### src/rtl/wb_router_pkg.sv
// Shared types and helpers for the Wishbone single-master router.
package wb_router_pkg;

    typedef enum logic [1:0] {
        IDLE = 2'd0,
        WAIT = 2'd1,
        RESP = 2'd2,
        ERR  = 2'd3
    } state_t;

    // Read data returned to the master on a decode miss or timeout.
    localparam int ERR_RDATA = 0;

    // Index width for n slaves; never zero so a single-slave build still has a select register.
    function automatic int idx_w(input int n);
        return (n <= 1) ? 1 : $clog2(n);
    endfunction

endpackage

### src/rtl/wb_addr_decode.sv
// Combinational priority decoder: matches an address tag against per-slave tags, lowest index wins.
module wb_addr_decode
    import wb_router_pkg::*;
#(
    parameter int NUM_SLAVES = 3,
    parameter int ADDR_BITS  = 3,
    parameter int IDX_W      = idx_w(NUM_SLAVES)
) (
    input  logic [ADDR_BITS-1:0]                 tag_i,
    input  logic [NUM_SLAVES-1:0][ADDR_BITS-1:0] s_address_i,
    output logic                                 hit_o,
    output logic [IDX_W-1:0]                     idx_o
);

    // Scanning from the top down lets the lowest matching index overwrite the rest.
    always_comb begin
        hit_o = 1'b0;
        idx_o = '0;
        for (int i = NUM_SLAVES - 1; i >= 0; i--) begin
            if (tag_i == s_address_i[i]) begin
                hit_o = 1'b1;
                idx_o = IDX_W'(i);
            end
        end
    end

endmodule

### src/rtl/wb_router_tmo.sv
// Routes one Wishbone master to NUM_SLAVES slaves by address-MSB tag; ack, err and read data are registered.
// Define WB_ROUTER_TIMEOUT_EN to end a transaction with an error when the slave stays silent TIMEOUT_CYCLES cycles.
module wb_router_tmo
    import wb_router_pkg::*;
#(
    parameter int NUM_SLAVES     = 3,
    parameter int WB_DATA_WIDTH  = 32,
    parameter int ADDR_BITS      = 3,
    parameter int TIMEOUT_CYCLES = 255
) (
    input  logic                                     wb_clk,
    input  logic                                     wb_rst_n,
    input  logic [NUM_SLAVES-1:0][ADDR_BITS-1:0]     s_address,
    input  logic [NUM_SLAVES-1:0][WB_DATA_WIDTH-1:0] s_wb_rdt,
    input  logic [NUM_SLAVES-1:0]                    s_wb_ack,
    output logic [NUM_SLAVES-1:0][WB_DATA_WIDTH-1:0] s_wb_dat,
    output logic [NUM_SLAVES-1:0][WB_DATA_WIDTH-1:0] s_wb_adr,
    output logic [NUM_SLAVES-1:0][WB_DATA_WIDTH/8-1:0] s_wb_sel,
    output logic [NUM_SLAVES-1:0]                    s_wb_we,
    output logic [NUM_SLAVES-1:0]                    s_wb_cyc,
    input  logic [WB_DATA_WIDTH-1:0]                 m_wb_adr,
    input  logic [WB_DATA_WIDTH-1:0]                 m_wb_dat,
    input  logic [WB_DATA_WIDTH/8-1:0]               m_wb_sel,
    input  logic                                     m_wb_we,
    input  logic                                     m_wb_cyc,
    output logic [WB_DATA_WIDTH-1:0]                 m_wb_rdt,
    output logic                                     m_wb_ack,
    output logic                                     m_wb_err
);

    localparam int IDX_W = idx_w(NUM_SLAVES);

    if (NUM_SLAVES < 1 || NUM_SLAVES > 16 || (WB_DATA_WIDTH % 8) != 0 || TIMEOUT_CYCLES < 2) begin : g_param_check
        $error("wb_router_tmo: illegal parameter combination");
    end

    state_t                   state_q;
    logic [IDX_W-1:0]         sel_idx_q;
    logic                     ack_q;
    logic                     err_q;
    logic [WB_DATA_WIDTH-1:0] rdt_q;

    logic                     hit;
    logic [IDX_W-1:0]         hit_idx;
    logic                     sel_ack;
    logic [WB_DATA_WIDTH-1:0] sel_rdt;

`ifdef WB_ROUTER_TIMEOUT_EN
    localparam int CNT_W = $clog2(TIMEOUT_CYCLES + 1);
    logic [CNT_W-1:0] cnt_q;
`endif

    wb_addr_decode #(
        .NUM_SLAVES (NUM_SLAVES),
        .ADDR_BITS  (ADDR_BITS),
        .IDX_W      (IDX_W)
    ) u_decode (
        .tag_i       (m_wb_adr[WB_DATA_WIDTH-1 -: ADDR_BITS]),
        .s_address_i (s_address),
        .hit_o       (hit),
        .idx_o       (hit_idx)
    );

    // Only the latched slave sees the request, and only while waiting on it.
    always_comb begin
        s_wb_cyc = '0;
        s_wb_we  = '0;
        s_wb_dat = '0;
        s_wb_adr = '0;
        s_wb_sel = '0;
        sel_ack  = 1'b0;
        sel_rdt  = '0;
        for (int i = 0; i < NUM_SLAVES; i++) begin
            if (sel_idx_q == IDX_W'(i)) begin
                sel_ack = s_wb_ack[i];
                sel_rdt = s_wb_rdt[i];
                if (state_q == WAIT) begin
                    s_wb_cyc[i] = m_wb_cyc;
                    s_wb_we[i]  = m_wb_we;
                    s_wb_dat[i] = m_wb_dat;
                    s_wb_adr[i] = m_wb_adr;
                    s_wb_sel[i] = m_wb_sel;
                end
            end
        end
    end

    always_ff @(posedge wb_clk) begin
        if (!wb_rst_n) begin
            state_q   <= IDLE;
            sel_idx_q <= '0;
            ack_q     <= 1'b0;
            err_q     <= 1'b0;
            rdt_q     <= '0;
`ifdef WB_ROUTER_TIMEOUT_EN
            cnt_q     <= '0;
`endif
        end else begin
            ack_q <= 1'b0;
            err_q <= 1'b0;
            case (state_q)
                IDLE: begin
                    if (m_wb_cyc) begin
                        if (hit) begin
                            sel_idx_q <= hit_idx;
`ifdef WB_ROUTER_TIMEOUT_EN
                            cnt_q     <= '0;
`endif
                            state_q   <= WAIT;
                        end else begin
                            ack_q   <= 1'b1;
                            err_q   <= 1'b1;
                            rdt_q   <= WB_DATA_WIDTH'(ERR_RDATA);
                            state_q <= ERR;
                        end
                    end
                end
                WAIT: begin
                    // A dropped cyc means the master abandoned the access; any ack is moot.
                    if (!m_wb_cyc) begin
                        state_q <= IDLE;
                    end else if (sel_ack) begin
                        ack_q   <= 1'b1;
                        rdt_q   <= sel_rdt;
                        state_q <= RESP;
                    end
`ifdef WB_ROUTER_TIMEOUT_EN
                    else if (cnt_q == CNT_W'(TIMEOUT_CYCLES - 1)) begin
                        ack_q   <= 1'b1;
                        err_q   <= 1'b1;
                        rdt_q   <= WB_DATA_WIDTH'(ERR_RDATA);
                        state_q <= ERR;
                    end else begin
                        cnt_q <= cnt_q + CNT_W'(1);
                    end
`endif
                end
                RESP:    state_q <= IDLE;
                ERR:     state_q <= IDLE;
                default: state_q <= IDLE;
            endcase
        end
    end

    assign m_wb_ack = ack_q;
    assign m_wb_err = err_q;
    assign m_wb_rdt = rdt_q;

endmodule

### config.mk
export PLATFORM = sky130hd
export DESIGN_NAME = wb_router_tmo
export DESIGN_NICKNAME = d
export VERILOG_FILES = /design/src/rtl/wb_router_pkg.sv /design/src/rtl/wb_addr_decode.sv /design/src/rtl/wb_router_tmo.sv
export SDC_FILE = /design/constraint.sdc
export NUM_CORES = 1
export LEC_CHECK = 0
export CORE_AREA = 3 3 164 166
export CTS_BUF_LIST = sky130_fd_sc_hd__clkbuf_8
export DETAILED_ROUTE_END_ITERATION = 7
export DIE_AREA = 0 0 167 169
export SYNTH_ARGS = -nofsm -noshare
export SYNTH_HDL_FRONTEND = slang
export SYNTH_SLANG_ARGS = --single-unit
### constraint.sdc
create_clock -name wb_clk -period 2.9 [get_ports wb_clk]
set_input_delay 0.725 -clock wb_clk [delete_from_list [all_inputs] [get_ports wb_clk]]
set_output_delay 0.725 -clock wb_clk [all_outputs]
set_load 0.02 [all_outputs]
==> results.yml <==
status:
  status: "complete, no violations"
clock_network:
  cts_buffers: 5
  cts_root_buf: "clkbuf_8"
  cts_tree: "built"
  insertion_delay_ns: 0.29
  cts.clk_slew.worst_paths_ns: 0.09
  max-clock-path-buffers: 2
  cts_num_sinks: 38
  htree_levels: 2
floorplan:
  io_pins: 424
  die_w_um: 167
  core_region_area_um2: 25760
  rows: 59
  die_area_um2: 28220
  start_util_pct: 14.71
  fp.dieH_um: 169
final_layout:
  areaGrowthSynthToFinish_pct: 132.8
  stdcell_count: 1274
  final_cell_area_um2: 8818
  final_common_cell: "clkdlybuf4s50_1"
  n_antenna_cell: 0
  fillCellCount: 2692
  drive_gt1_share_pct: 5.218
  final_util_pct: 34.23
  layout_common_cells: "328 x clkdlybuf4s50_1, 204 x and2_1, 101 x nand2_1"
  nNetsFinal: 1118
sta:
  slew_headroom_pct: 59.07
  fmax_mhz: 356.1
  worstMarginPinSlew_ns: 0.6139
  period_share_pct: 96.83
  min_period_ns: 2.808
  hold_ws_ns: 0.4567
  fin_worst_skew_ns: 0.008067
  finalMaxSlewViolations: 0
  tns_ns: 0
  hold_viol: 0
  setup_violations: 0
  fin_ws_ns: 0.09182
synth:
  syn_area_um2: 3789
  syn_area_per_cell_um2: 7.135
  yosysWarningCount: 0
  synth_seq_cells: 38
  syn_nets: 711
  syn_inst: 531
  seq_area_frac_synth_pct: 20.08
  yosysUniqueCellTypes: 24
power_and_ir_drop:
  p_clk_share_pct: 28.6
  peakVddDrop_uv: 222.3
  internal_power_mw: 1.350
  pwr-share-seq_pct: 28.5
  pwr-share-comb_pct: 42.9
  power.switching_mw: 0.5881
  leakage_nw: 4.662
  swShare_pct: 30.35
  power_mw: 1.938
  powerDensity_nw_per_um2: 219.7
global_routing:
  grt_pass1_wl_um: 30440
  grt_pass1_vias: 5015
  globalRouteOverflowTotal: 0
  grt_antenna_before_repair: 0
  grt_max_degree: 70
  grt_use_total_pct: 13.54
route:
  initialDrtViolationCount: 168
  routed_wl_um: 21080
  via_per_inst: 3.911
  first_pass_iters: 4
  final_antenna_net_count: 0
  wire_per_inst_um: 16.55
  vias: 4983
  remaining_drc_errors: 0
critical_path:
  worstPathMaxFanout: 34
  cp_top_family: "buffers and inverters"
  timing.rr.start: "sel_idx_q[0]"
  path_cells: "nand2b_1 -> nor3_4 -> buf_4 -> clkbuf_16 -> and2_1 -> clkdlybuf4s50_1"
  crit_start: "sel_idx_q[0]"
  path_buf_inv: 3
  critPathKind: "flip-flop to primary output"
  critPathMaxStageDelay_ns: 0.61
  cp-end-kind: "primary output"
  cp-start-kind: "flip-flop"
  cp.arrival_ns: 2.08
  cp.required_ns: 2.17
  crit_slowest_cell: "clkdlybuf4s50_1"
hold_path:
  hp-class: "flip-flop to flip-flop"
  hp-start: "m_wb_rdt[31]"
placed_design:
  dp_cells: 1260
  postPlaceCellArea_um2: 8399
  io_buffers: 423
  place.gp.congestion: 0.8315
  dp_hpwl_um: 17110
  place_ws_ns: -0.007660
flow_run:
  cap_violations: 0
## final cells by class
class / instances / area [um^2] / share of cell area, %
clock buffers: 5 / 68.82 / 0.7804
clock inverters: 3 / 68.82 / 0.7804
multi-input cells: 448 / 2819 / 31.97
flip-flops and latches: 38 / 764.5 / 8.669
well taps: 335 / 419.2 / 4.753
repair buffers: 445 / 4678 / 53.05
## synthesized netlist by cell type
cell type / count / area (um^2)
and2_1: 204 / 1276
nand2_1: 101 / 379.1
mux2i_1: 65 / 650.6
dfxtp_1: 38 / 760.7
o21ai_0: 36 / 180.2
clkbuf_1: 33 / 123.9
nor2_1: 10 / 37.54
buf_2: 8 / 40.04
xor2_1: 6 / 52.55
and2_2: 3 / 22.52
buf_12: 3 / 60.06
nand2b_1: 3 / 18.77
nor2b_1: 3 / 18.77
nor3_2: 3 / 30.03
xnor2_1: 3 / 26.28
a21oi_1: 2 / 10.01
nand3b_1: 2 / 15.01
nor3_4: 2 / 32.53
a32oi_1: 1 / 8.760
and3_2: 1 / 7.510
and3_4: 1 / 11.26
buf_6: 1 / 11.26
nand3_1: 1 / 5.000
o311a_1: 1 / 10.01
## cells by family after synthesis
logic type,Yosys count,share of synthesized area (%)
xor+xnor,9,2.081
simple gates,334,48.94
flops,38,20.08
mux,65,17.17
buf+inv,45,6.209
compound gates,40,5.515
## sequential cells by signal (all words and copies together) (netlist names)
name,cells
state_q,2
m_wb_rdt,32
m_wb_err,1
m_wb_ack,1
sel_idx_q,2
## worst paths after layout
path / endpoint / slack [ns] / cells after the start
min: m_wb_rdt[31] / 0.46 / 2
max: s_wb_dat[14] / 0.09 / 6
min reg2reg: m_wb_rdt[31] / 0.46 / 2
max reg2reg: m_wb_rdt[13] / 0.63 / 7
## layer usage
layer  wire length (um)  share of wire, %  GRT usage [%]
met5                  0                 0              0
met4                286               1.4          2.224
met3               1611               7.6          4.507
met2              10810                51          24.30
met1               8377                40          15.98
## power by group through the flow
stage	Clock (mW)	Combinational [mW]	Sequential (mW)
2_1_floorplan	0	0.344	0.578
3_3_place_gp	0	0.833	0.565
3_5_place_dp	0	0.833	0.566
4_1_cts	0.580	0.834	0.554
5_1_grt	0.595	0.893	0.556
6_report	0.553	0.831	0.553
## repair_timing
item | 4_1_cts | 5_1_grt
resized for setup | 11 | 84
cloned | 0 | 2
endpoints found under the setup margin | 77 | 158
setup buffers | 0 | 4
hold buffers | 0 | 0
## tightest hold or removal path, stage by stage, from the launching register on
cell	delay [ns]
dfxtp_1	0.31
nand2_1	0.05
mux2i_1	0.05
Note: power is estimated with default switching activity, not from simulation.
